<file path="src/rtl/proj_errmon_pkg.sv">
// Shared types and defaults for the lane error monitor: FSM encoding and
// default counter widths.
package proj_errmon_pkg;

  typedef enum logic [1:0] {
    ST_IDLE = 2'd0,
    ST_ARM  = 2'd1,
    ST_RUN  = 2'd2,
    ST_DONE = 2'd3
  } state_e;

  localparam int unsigned DEF_EW = 8;
  localparam int unsigned DEF_SW = 16;
  localparam int unsigned DEF_TW = 32;

endpackage

</file>
<file path="src/rtl/proj_errmon_errdelta.sv">
// Tracks the previous lane error count and returns the wrap-aware number of
// new errors seen since the last clock.
module proj_errdelta #(
  parameter int unsigned EW = 8
) (
  input  logic          clk,
  input  logic          rst,
  input  logic [EW-1:0] errcntr_i,
  output logic [EW-1:0] delta_o
);

  logic [EW-1:0] prev_q;

  // NOTE: sequential state is written with non-blocking assignments so every
  // register samples its inputs from the same pre-edge values.
  always_ff @(posedge clk) begin
    if (!rst) prev_q <= '0;
    else      prev_q <= errcntr_i;
  end

  // Modular subtraction: a counter wrap such as 0xFF -> 0x00 still yields 1.
  assign delta_o = errcntr_i - prev_q;

endmodule

</file>
<file path="src/rtl/proj_errmon.sv">
// Pass/fail monitor for one lane: runs a WIN-cycle test window on start and
// reports a latched verdict, saturating error total and first-error cycle.
module proj_errmon
  import proj_errmon_pkg::*;
#(
  parameter int unsigned EW  = DEF_EW,
  parameter int unsigned SW  = DEF_SW,
  parameter int unsigned TW  = DEF_TW,
  parameter int unsigned WIN = 1024
) (
  input  logic          clk,
  input  logic          rst,
  input  logic          start,
  input  logic [EW-1:0] errcntr,
  output logic          busy,
  output logic          done,
  output logic          pass,
  output logic [SW-1:0] errtotal,
  output logic [TW-1:0] firsterr
);

  localparam int unsigned   AW   = ((SW > EW) ? SW : EW) + 1;
  localparam logic [SW-1:0] SAT  = '1;
  localparam logic [TW-1:0] LAST = TW'(WIN - 1);

  state_e        state_q, state_d;
  logic [TW-1:0] timer_q, timer_d;
  logic [SW-1:0] errtotal_q, errtotal_d;
  logic [TW-1:0] firsterr_q, firsterr_d;
  logic          busy_q, busy_d;
  logic          done_q, done_d;
  logic          pass_q, pass_d;
  logic [EW-1:0] delta;
  logic [AW-1:0] sum;

  proj_errdelta #(.EW(EW)) u_delta (
    .clk       (clk),
    .rst       (rst),
    .errcntr_i (errcntr),
    .delta_o   (delta)
  );

  // Wide enough that one delta on top of a near-full total cannot overflow.
  assign sum = AW'(errtotal_q) + AW'(delta);

  // NOTE: every signal driven here gets a default first, so no path through
  // the case statement leaves a value unassigned and infers a latch.
  always_comb begin
    state_d    = state_q;
    timer_d    = timer_q;
    errtotal_d = errtotal_q;
    firsterr_d = firsterr_q;
    pass_d     = pass_q;
    case (state_q)
      ST_IDLE: if (start) state_d = ST_ARM;
      ST_ARM: begin
        // Baseline cycle: this cycle's delta is deliberately dropped.
        timer_d    = '0;
        errtotal_d = '0;
        firsterr_d = '1;
        pass_d     = 1'b0;
        state_d    = ST_RUN;
      end
      ST_RUN: begin
        timer_d    = timer_q + TW'(1);
        errtotal_d = (sum > AW'(SAT)) ? SAT : sum[SW-1:0];
        if ((delta != '0) && (firsterr_q == '1)) firsterr_d = timer_q;
        if (timer_q == LAST) begin
          state_d = ST_DONE;
          pass_d  = (errtotal_d == '0);
        end
      end
      ST_DONE: if (start) state_d = ST_ARM;
      default: state_d = ST_IDLE;
    endcase
    busy_d = (state_d == ST_ARM) || (state_d == ST_RUN);
    done_d = (state_d == ST_DONE);
  end

  always_ff @(posedge clk) begin
    if (!rst) begin
      state_q    <= ST_IDLE;
      timer_q    <= '0;
      errtotal_q <= '0;
      firsterr_q <= '1;
      busy_q     <= 1'b0;
      done_q     <= 1'b0;
      pass_q     <= 1'b0;
    end else begin
      state_q    <= state_d;
      timer_q    <= timer_d;
      errtotal_q <= errtotal_d;
      firsterr_q <= firsterr_d;
      busy_q     <= busy_d;
      done_q     <= done_d;
      pass_q     <= pass_d;
    end
  end

  assign busy     = busy_q;
  assign done     = done_q;
  assign pass     = pass_q;
  assign errtotal = errtotal_q;
  assign firsterr = firsterr_q;

endmodule
</file>
<file path="config.mk">
export PLATFORM = sky130hd
export DESIGN_NAME = proj_errmon
export DESIGN_NICKNAME = d
export VERILOG_FILES = /design/src/rtl/proj_errmon_pkg.sv /design/src/rtl/proj_errmon_errdelta.sv /design/src/rtl/proj_errmon.sv
export SDC_FILE = /design/constraint.sdc
export NUM_CORES = 1
export LEC_CHECK = 0
export CAP_MARGIN = 20
export CORE_MARGIN = 10
export CORE_UTILIZATION = 40
export CTS_BUF_LIST = sky130_fd_sc_hd__clkbuf_8
export DETAILED_ROUTE_END_ITERATION = 8
export PLACE_DENSITY = 0.59
export SLEW_MARGIN = 20
export SYNTH_ARGS = -nofsm -noshare
export SYNTH_HDL_FRONTEND = slang
export SYNTH_SLANG_ARGS = --single-unit
</file>
<file path="constraint.sdc">
create_clock -name clk -period 5.3 [get_ports clk]
set_clock_uncertainty 0.2 [all_clocks]
set_input_delay 0.795 -clock clk [delete_from_list [all_inputs] [get_ports clk]]
set_output_delay 0.795 -clock clk [all_outputs]
set_load 0.1 [all_outputs]
</file>
==> results of run 1 <==
==> power groups by stage <==
stage / Sequential (mW) / Clock [mW] / Combinational [mW]
final: 0.955 / 0.522 / 1.86
after global routing: 0.976 / 0.560 / 1.96
after detailed placement: 0.971 / 0 / 1.87
after floorplan: 1.89 / 0 / 0.520
after global placement: 0.972 / 0 / 1.86
after CTS: 0.957 / 0.533 / 1.87
==> worst max-delay path by stage <==
stage	cells past startpoint	end	start
6_report	15	pass	errcntr[1]
3_5_place_dp	15	pass	errcntr[1]
3_3_place_gp	15	pass	errcntr[1]
2_1_floorplan	15	pass	errcntr[1]
4_1_cts	15	pass	errcntr[1]
5_1_grt	15	pass	errcntr[1]
==> layer usage <==
layer | up-vias | global-route usage
met2 | 61 | 0.2053
met5 | - | 0
met3 | 12 | 0.03707
met4 | 0 | 0.04823
li1 | 1906 | -
met1 | 1834 | 0.1999
==> worst max-delay path, stage by stage <==
cell	delay, ns
clkdlybuf4s50_1	0.54
ha_1	0.24
nor2b_1	0.14
o31a_1	0.27
o31ai_1	0.27
a21oi_1	0.13
xnor2_1	0.36
ha_1	0.32
a21oi_1	0.22
nand2_1	0.13
o21ai_1	0.25
or3_1	0.29
nand2_1	0.11
or4_1	0.54
o21ai_0	0.15
==> metrics by stage <==
| stage | instances | instance area [µm²] |
|---|---|---|
| detailed placement | 682 | 5258 |
| global placement | 682 | 5258 |
| CTS | 698 | 5473 |
| global route | 698 | 5473 |
| finish | 698 | 5473 |
| floorplan | 497 | 4534 |
==> cell usage in the layout, fill, tap and decap left out, types with 3 or more instances in the layout <==
master           Yosys  layout
and2_1              15      15
or3_1                8       8
buf_4                0       4
clkbuf_8             0       9
nand3_1             20      20
dfxtp_1             93      93
nor3_1               5       5
nor2_1              54      54
nor2b_1              4       4
o22a_2              31      31
a21boi_0             7       7
o31a_1               3       3
o21a_1               6       6
o21ai_0             14      14
and3_1               5       5
ha_1                20      20
nand4_1             14      14
clkdlybuf4s50_1      0      61
nand2_1             28      28
nor4_1              11      11
inv_1               22      24
xnor2_1             15      15
nor3b_1              5       5
a211oi_1             3       3
a21oi_1             22      22
a21o_1               4       4
o211ai_1             7       7
a31oi_1              3       3
xor2_1              22      22
==> cell type report <==
class,count,area [µm²]
clock inverter,7,91.34
tap,140,175.2
fill,1064,5510
sequential,93,1862
multi-input combinational,362,2497
timing repair buffer,65,640.6
inverter,22,82.58
clock buffer,9,123.9
==> sequential cells by signal, summed over array words and instances (netlist names) <==
register / count
busy: 1
u_delta.prev_q: 8
pass: 1
timer_q: 32
state_q: 2
firsterr: 32
done: 1
errtotal: 16
==> cells by family (layout without fill, tap and decap cells) <==
group	Yosys count	in the layout	share of synthesized area
simple gates	184	184	0.2116
flops	93	93	0.4106
fa+ha+maj	22	22	0.06402
mux	1	1	0.002208
buf+inv	42	103	0.04029
compound gates	118	118	0.1998
xor+xnor	37	37	0.07147
==> impl_metrics.env, run 1 <==
export IMPL_routed_via_count=3813
export IMPL_setup_violations=0
export IMPL_p_int_mw=1.597
export IMPL_ys_seq_area_frac=0.4106
export IMPL_yosys_warnings=0
export IMPL_io_pins=62
export IMPL_timing_fmax_mhz=215.7
export IMPL_arrival_ns=4.75
export IMPL_path_class="in -> reg"
export IMPL_synth_nets=530
export IMPL_fin_crit_ns=4.637
export IMPL_outcome="complete, no violations"
export IMPL_synth_area_leaders="dfxtp_1 (41%), o22a_2 (6.8%), ha_1 (5.5%)"
export IMPL_wl_met2_um=4755
export IMPL_cts_tree="built"
export IMPL_final_setup_tns_ns=0
export IMPL_rr_worst_depth=15
export IMPL_areaGrowthSynthToFinish_pct=20.70
export IMPL_antennaDiodeCount=0
export IMPL_die_area_um2=15990
export IMPL_synth_top_cells_by_count="dfxtp_1 (93), nor2_1 (54), o22a_2 (31), nand2_1 (28)"
export IMPL_vdd_drop_max_mv=0.5208
export IMPL_yosysTopAreaCell="dfxtp_1"
export IMPL_overflow=0
export IMPL_ctsResizeCount=0
export IMPL_grt_first_pass_wirelength_um=19110
export IMPL_die_h_um=126.5
export IMPL_port_buffers=61
export IMPL_finish_utilization=0.4983
export IMPL_postRouteAntennaNets=0
export IMPL_p_sw_mw=1.737
export IMPL_cts_setup_buffers=0
export IMPL_die_w_um=126.5
export IMPL_critPathMaxFanout=7
export IMPL_clockPowerShare=0.156
export IMPL_hold_depth=2
export IMPL_endpoint_kind="register"
export IMPL_min_delay_start="errtotal[6]"
export IMPL_ys_types=56
export IMPL_yosys_area_top_type_share=0.4106
export IMPL_avgSynthCellArea_um2=9.123
export IMPL_num_rows=38
export IMPL_clkTransAtPathRegs_ns=0.10
export IMPL_whs_ns=0.3156
export IMPL_first_pass_iters=4
export IMPL_h_tree_depth=3
export IMPL_grt_setup_unrepaired="false"
export IMPL_wl_met3_um=610
export IMPL_pwr_share_comb=0.557
export IMPL_antenna_found_initial=0
export IMPL_finalHoldViolCount=0
export IMPL_fin_ws_ns=0.6634
export IMPL_hpwl_um=8361
export IMPL_yosysMostFrequentCell="dfxtp_1"
export IMPL_slew_headroom=0.3366
export IMPL_drtIter0Drc=228
export IMPL_place_congestion=0.8503
export IMPL_drv_slew=0
export IMPL_syn_inst=497
export IMPL_netlist_area_um2=4534
export IMPL_p_total_mw=3.334
export IMPL_insertion_delay_ns=0.37
export IMPL_start_util=0.4129
export IMPL_fp_coreArea_um2=10980
export IMPL_p_leak_nw=1.977
export IMPL_ys_ff_latch=93
export IMPL_cts_buffers=9
export IMPL_maxCapViolations=0
export IMPL_asyncSetResetFlopFracSynth=0
export IMPL_grt_pass1_vias=3702
export IMPL_place_ws_ns=0.2998
export IMPL_cts_max_path_buffers=2
export IMPL_fin_nets=586
export IMPL_timing_rr_end="pass"
export IMPL_drive_gt1_frac=0.1111
export IMPL_synth_ff_type="dfxtp_1"
export IMPL_power_density_nw_per_um2=609.2
export IMPL_cts_root_buf="clkbuf_8"
export IMPL_min_to="errtotal[6]"
export IMPL_r2r_slack_ns=1.23
export IMPL_grt_max_degree=33
export IMPL_worstMarginPinSlew_ns=0.9920
export IMPL_holdBufCountCts=0
export IMPL_synth_edff_count=0
export IMPL_dr_max_layer_used="met4"
export IMPL_worstSetupStartpointType="input port"
export IMPL_drt_total_wl_um=11300
export IMPL_clock_sinks=93
export IMPL_sw_frac_of_total=0.5211
export IMPL_cp_required_ns=5.41
export IMPL_grt_usage=0.1424
export IMPL_finalCritPeriodShare=0.8748
export IMPL_timing_rr_start="u_delta.prev_q[1]"
export IMPL_hold_class="reg -> reg"
export IMPL_wire_per_inst_um=16.18
export IMPL_drc_errors=0
export IMPL_avgViaCountPerCell=5.463
export IMPL_met1_length_um=5794
export IMPL_pwr_share_seq=0.287
Note: power is estimated with default switching activity, not from simulation.
==> run 2: changes to the inputs <==
--- a/config.mk
+++ b/config.mk
@@ -8,7 +8,7 @@
 export CAP_MARGIN = 20
 export CORE_MARGIN = 10
 export CORE_UTILIZATION = 40
-export CTS_BUF_LIST = sky130_fd_sc_hd__clkbuf_8
+export CTS_BUF_LIST = sky130_fd_sc_hd__clkbuf_4 sky130_fd_sc_hd__clkbuf_8
 export DETAILED_ROUTE_END_ITERATION = 8
 export PLACE_DENSITY = 0.59
 export SLEW_MARGIN = 20
==> impl_metrics.env, run 2 (synthesis gave the netlist of run 1 again) <==
export IMPL_outcome="complete, no violations"
export IMPL_cts_setup_buffers=0
export IMPL_r2r_slack_ns=1.23
export IMPL_startpoint="errcntr[1]"
export IMPL_overflow=0
export IMPL_port_buffers=61
export IMPL_hold_class="reg -> reg"
export IMPL_multi_input_area_um2=2497
export IMPL_slew_headroom=0.3366
export IMPL_hpwl_um=8361
export IMPL_num_rows=38
export IMPL_die_w_um=126.5
export IMPL_worstSetupPathDepth=15
export IMPL_fp_coreArea_um2=10980
export IMPL_antenna_found_initial=0
export IMPL_finalCritPeriodShare=0.8752
export IMPL_grt_first_pass_wirelength_um=19110
export IMPL_place_congestion=0.8503
export IMPL_cp_required_ns=5.41
export IMPL_insertion_delay_ns=0.37
export IMPL_drtIter0Drc=226
export IMPL_io_pins=62
export IMPL_met3_usage=0.03707
export IMPL_n_fill_cell=1063
export IMPL_first_pass_iters=4
export IMPL_grt_busiest_layer="met2"
export IMPL_fin_crit_ns=4.638
export IMPL_finalHoldViolCount=0
export IMPL_drv_slew=0
export IMPL_crit_chain="clkdlybuf4s50_1 -> ha_1 -> nor2b_1 -> o31a_1 -> o31ai_1 -> a21oi_1 -> xnor2_1 -> ha_1 -> a21oi_1 -> nand2_1 -> o21ai_1 -> or3_1 -> nand2_1 -> or4_1 -> o21ai_0"
export IMPL_start_util=0.4129
export IMPL_ctsResizeCount=0
export IMPL_critical_path_slowest_cell="clkdlybuf4s50_1"
export IMPL_setup_violations=0
export IMPL_p_leak_nw=1.975
export IMPL_final_cell_mix="dfxtp_1 (93), clkdlybuf4s50_1 (61), nor2_1 (54)"
export IMPL_final_setup_tns_ns=0
export IMPL_drc_errors=0
export IMPL_grt_util_met2=0.2053
export IMPL_clkTransAtPathRegs_ns=0.10
export IMPL_postRouteAntennaNets=0
export IMPL_drt_total_wl_um=11320
export IMPL_grt_pass1_vias=3702
export IMPL_grt_setup_unrepaired="false"
export IMPL_final_common_cell="dfxtp_1"
export IMPL_die_h_um=126.5
export IMPL_fin_nets=586
export IMPL_finish_utilization=0.4990
export IMPL_maxCapViolations=0
export IMPL_antennaDiodeCount=0
export IMPL_timing_rr_end="pass"
export IMPL_timing_fmax_mhz=215.6
export IMPL_die_area_um2=15990
export IMPL_areaGrowthSynthToFinish_pct=20.86
export IMPL_setup_worst_path_end="pass"
export IMPL_wire_per_inst_um=16.22
export IMPL_worstSetupStartpointType="input port"
export IMPL_drive_gt1_frac=0.1147
export IMPL_path_class="in -> reg"
export IMPL_grt_max_degree=33
export IMPL_cts_max_path_buffers=2
export IMPL_min_delay_start="errtotal[6]"
export IMPL_slowest_delay_ns=0.54
export IMPL_grt_usage=0.1424
export IMPL_vdd_drop_max_mv=0.5211
export IMPL_seq_area_um2=1862
export IMPL_worstMarginPinSlew_ns=0.9920
export IMPL_cts_buffers=9
export IMPL_path_buf_inv=1
export IMPL_timing_rr_start="u_delta.prev_q[1]"
export IMPL_rr_worst_depth=15
export IMPL_holdBufCountCts=0
export IMPL_crit_family="compound AO/OA/AOI/OAI gates"
export IMPL_clock_sinks=93
export IMPL_h_tree_depth=3
export IMPL_power_density_nw_per_um2=611.1
export IMPL_met1_usage=0.1999
export IMPL_routed_via_count=3821
export IMPL_cts_root_buf="clkbuf_8"
export IMPL_critPathMaxFanout=7
export IMPL_cts_tree="built"
export IMPL_endpoint_kind="register"
export IMPL_arrival_ns=4.75
export IMPL_avgViaCountPerCell=5.474
[run 2: changes by cell type in the layout (fill, tap and decap cells not counted), sizes merged]
cell,change
clkbuf,+2
inv,-2
[run 2: how the worst min path moves through the flow]
stage | endpoint | depth (start not counted)
after global routing | errtotal[0] | 2
after detailed placement | firsterr[28] | 1
after floorplan | timer_q[19] | 2
final | errtotal[6] | 2
after global placement | firsterr[19] | 1
after CTS | errtotal[4] | 2
[run 2: worst min-delay path: stages (launching register included)]
cell and delay, ns:
dfxtp_1 0.34, nand2_1 0.06, a21boi_0 0.07
[run 2: cell type report]
type | instances | share of cell area
clock inverter | 5 | 0.01530
multi-input combinational | 362 | 0.4557
timing repair buffer | 65 | 0.1169
sequential | 93 | 0.3397
tap | 140 | 0.03196
clock buffer | 11 | 0.02534
inverter | 22 | 0.01507
[run 2: through the flow]
stage	cells	setup WS, ns	power [mW]	instance area [µm²]	hold WS, ns
final	698	0.6617	3.349	5480	0.3156
after global routing	698	0.3428	3.511	5480	0.3372
after CTS	698	0.6759	3.376	5480	0.3195
after detailed placement	682	0.2998	2.837	5258	0.3050
after global placement	682	0.4444	2.829	5258	0.2991
after floorplan	497	1.094	2.413	4534	0.2796
[run 2: power by group]
group	leakage (nW)	switching [mW]	internal, mW
Clock	0.107	0.257	0.278
Sequential	0.755	0.110	0.846
Combinational	1.11	1.37	0.486
[run 2: per-layer routing]
layer,share of wire,vias up
met1,0.51,1840
met3,0.054,13
met5,0,-
met2,0.42,61
li1,-,1907
met4,0.013,0
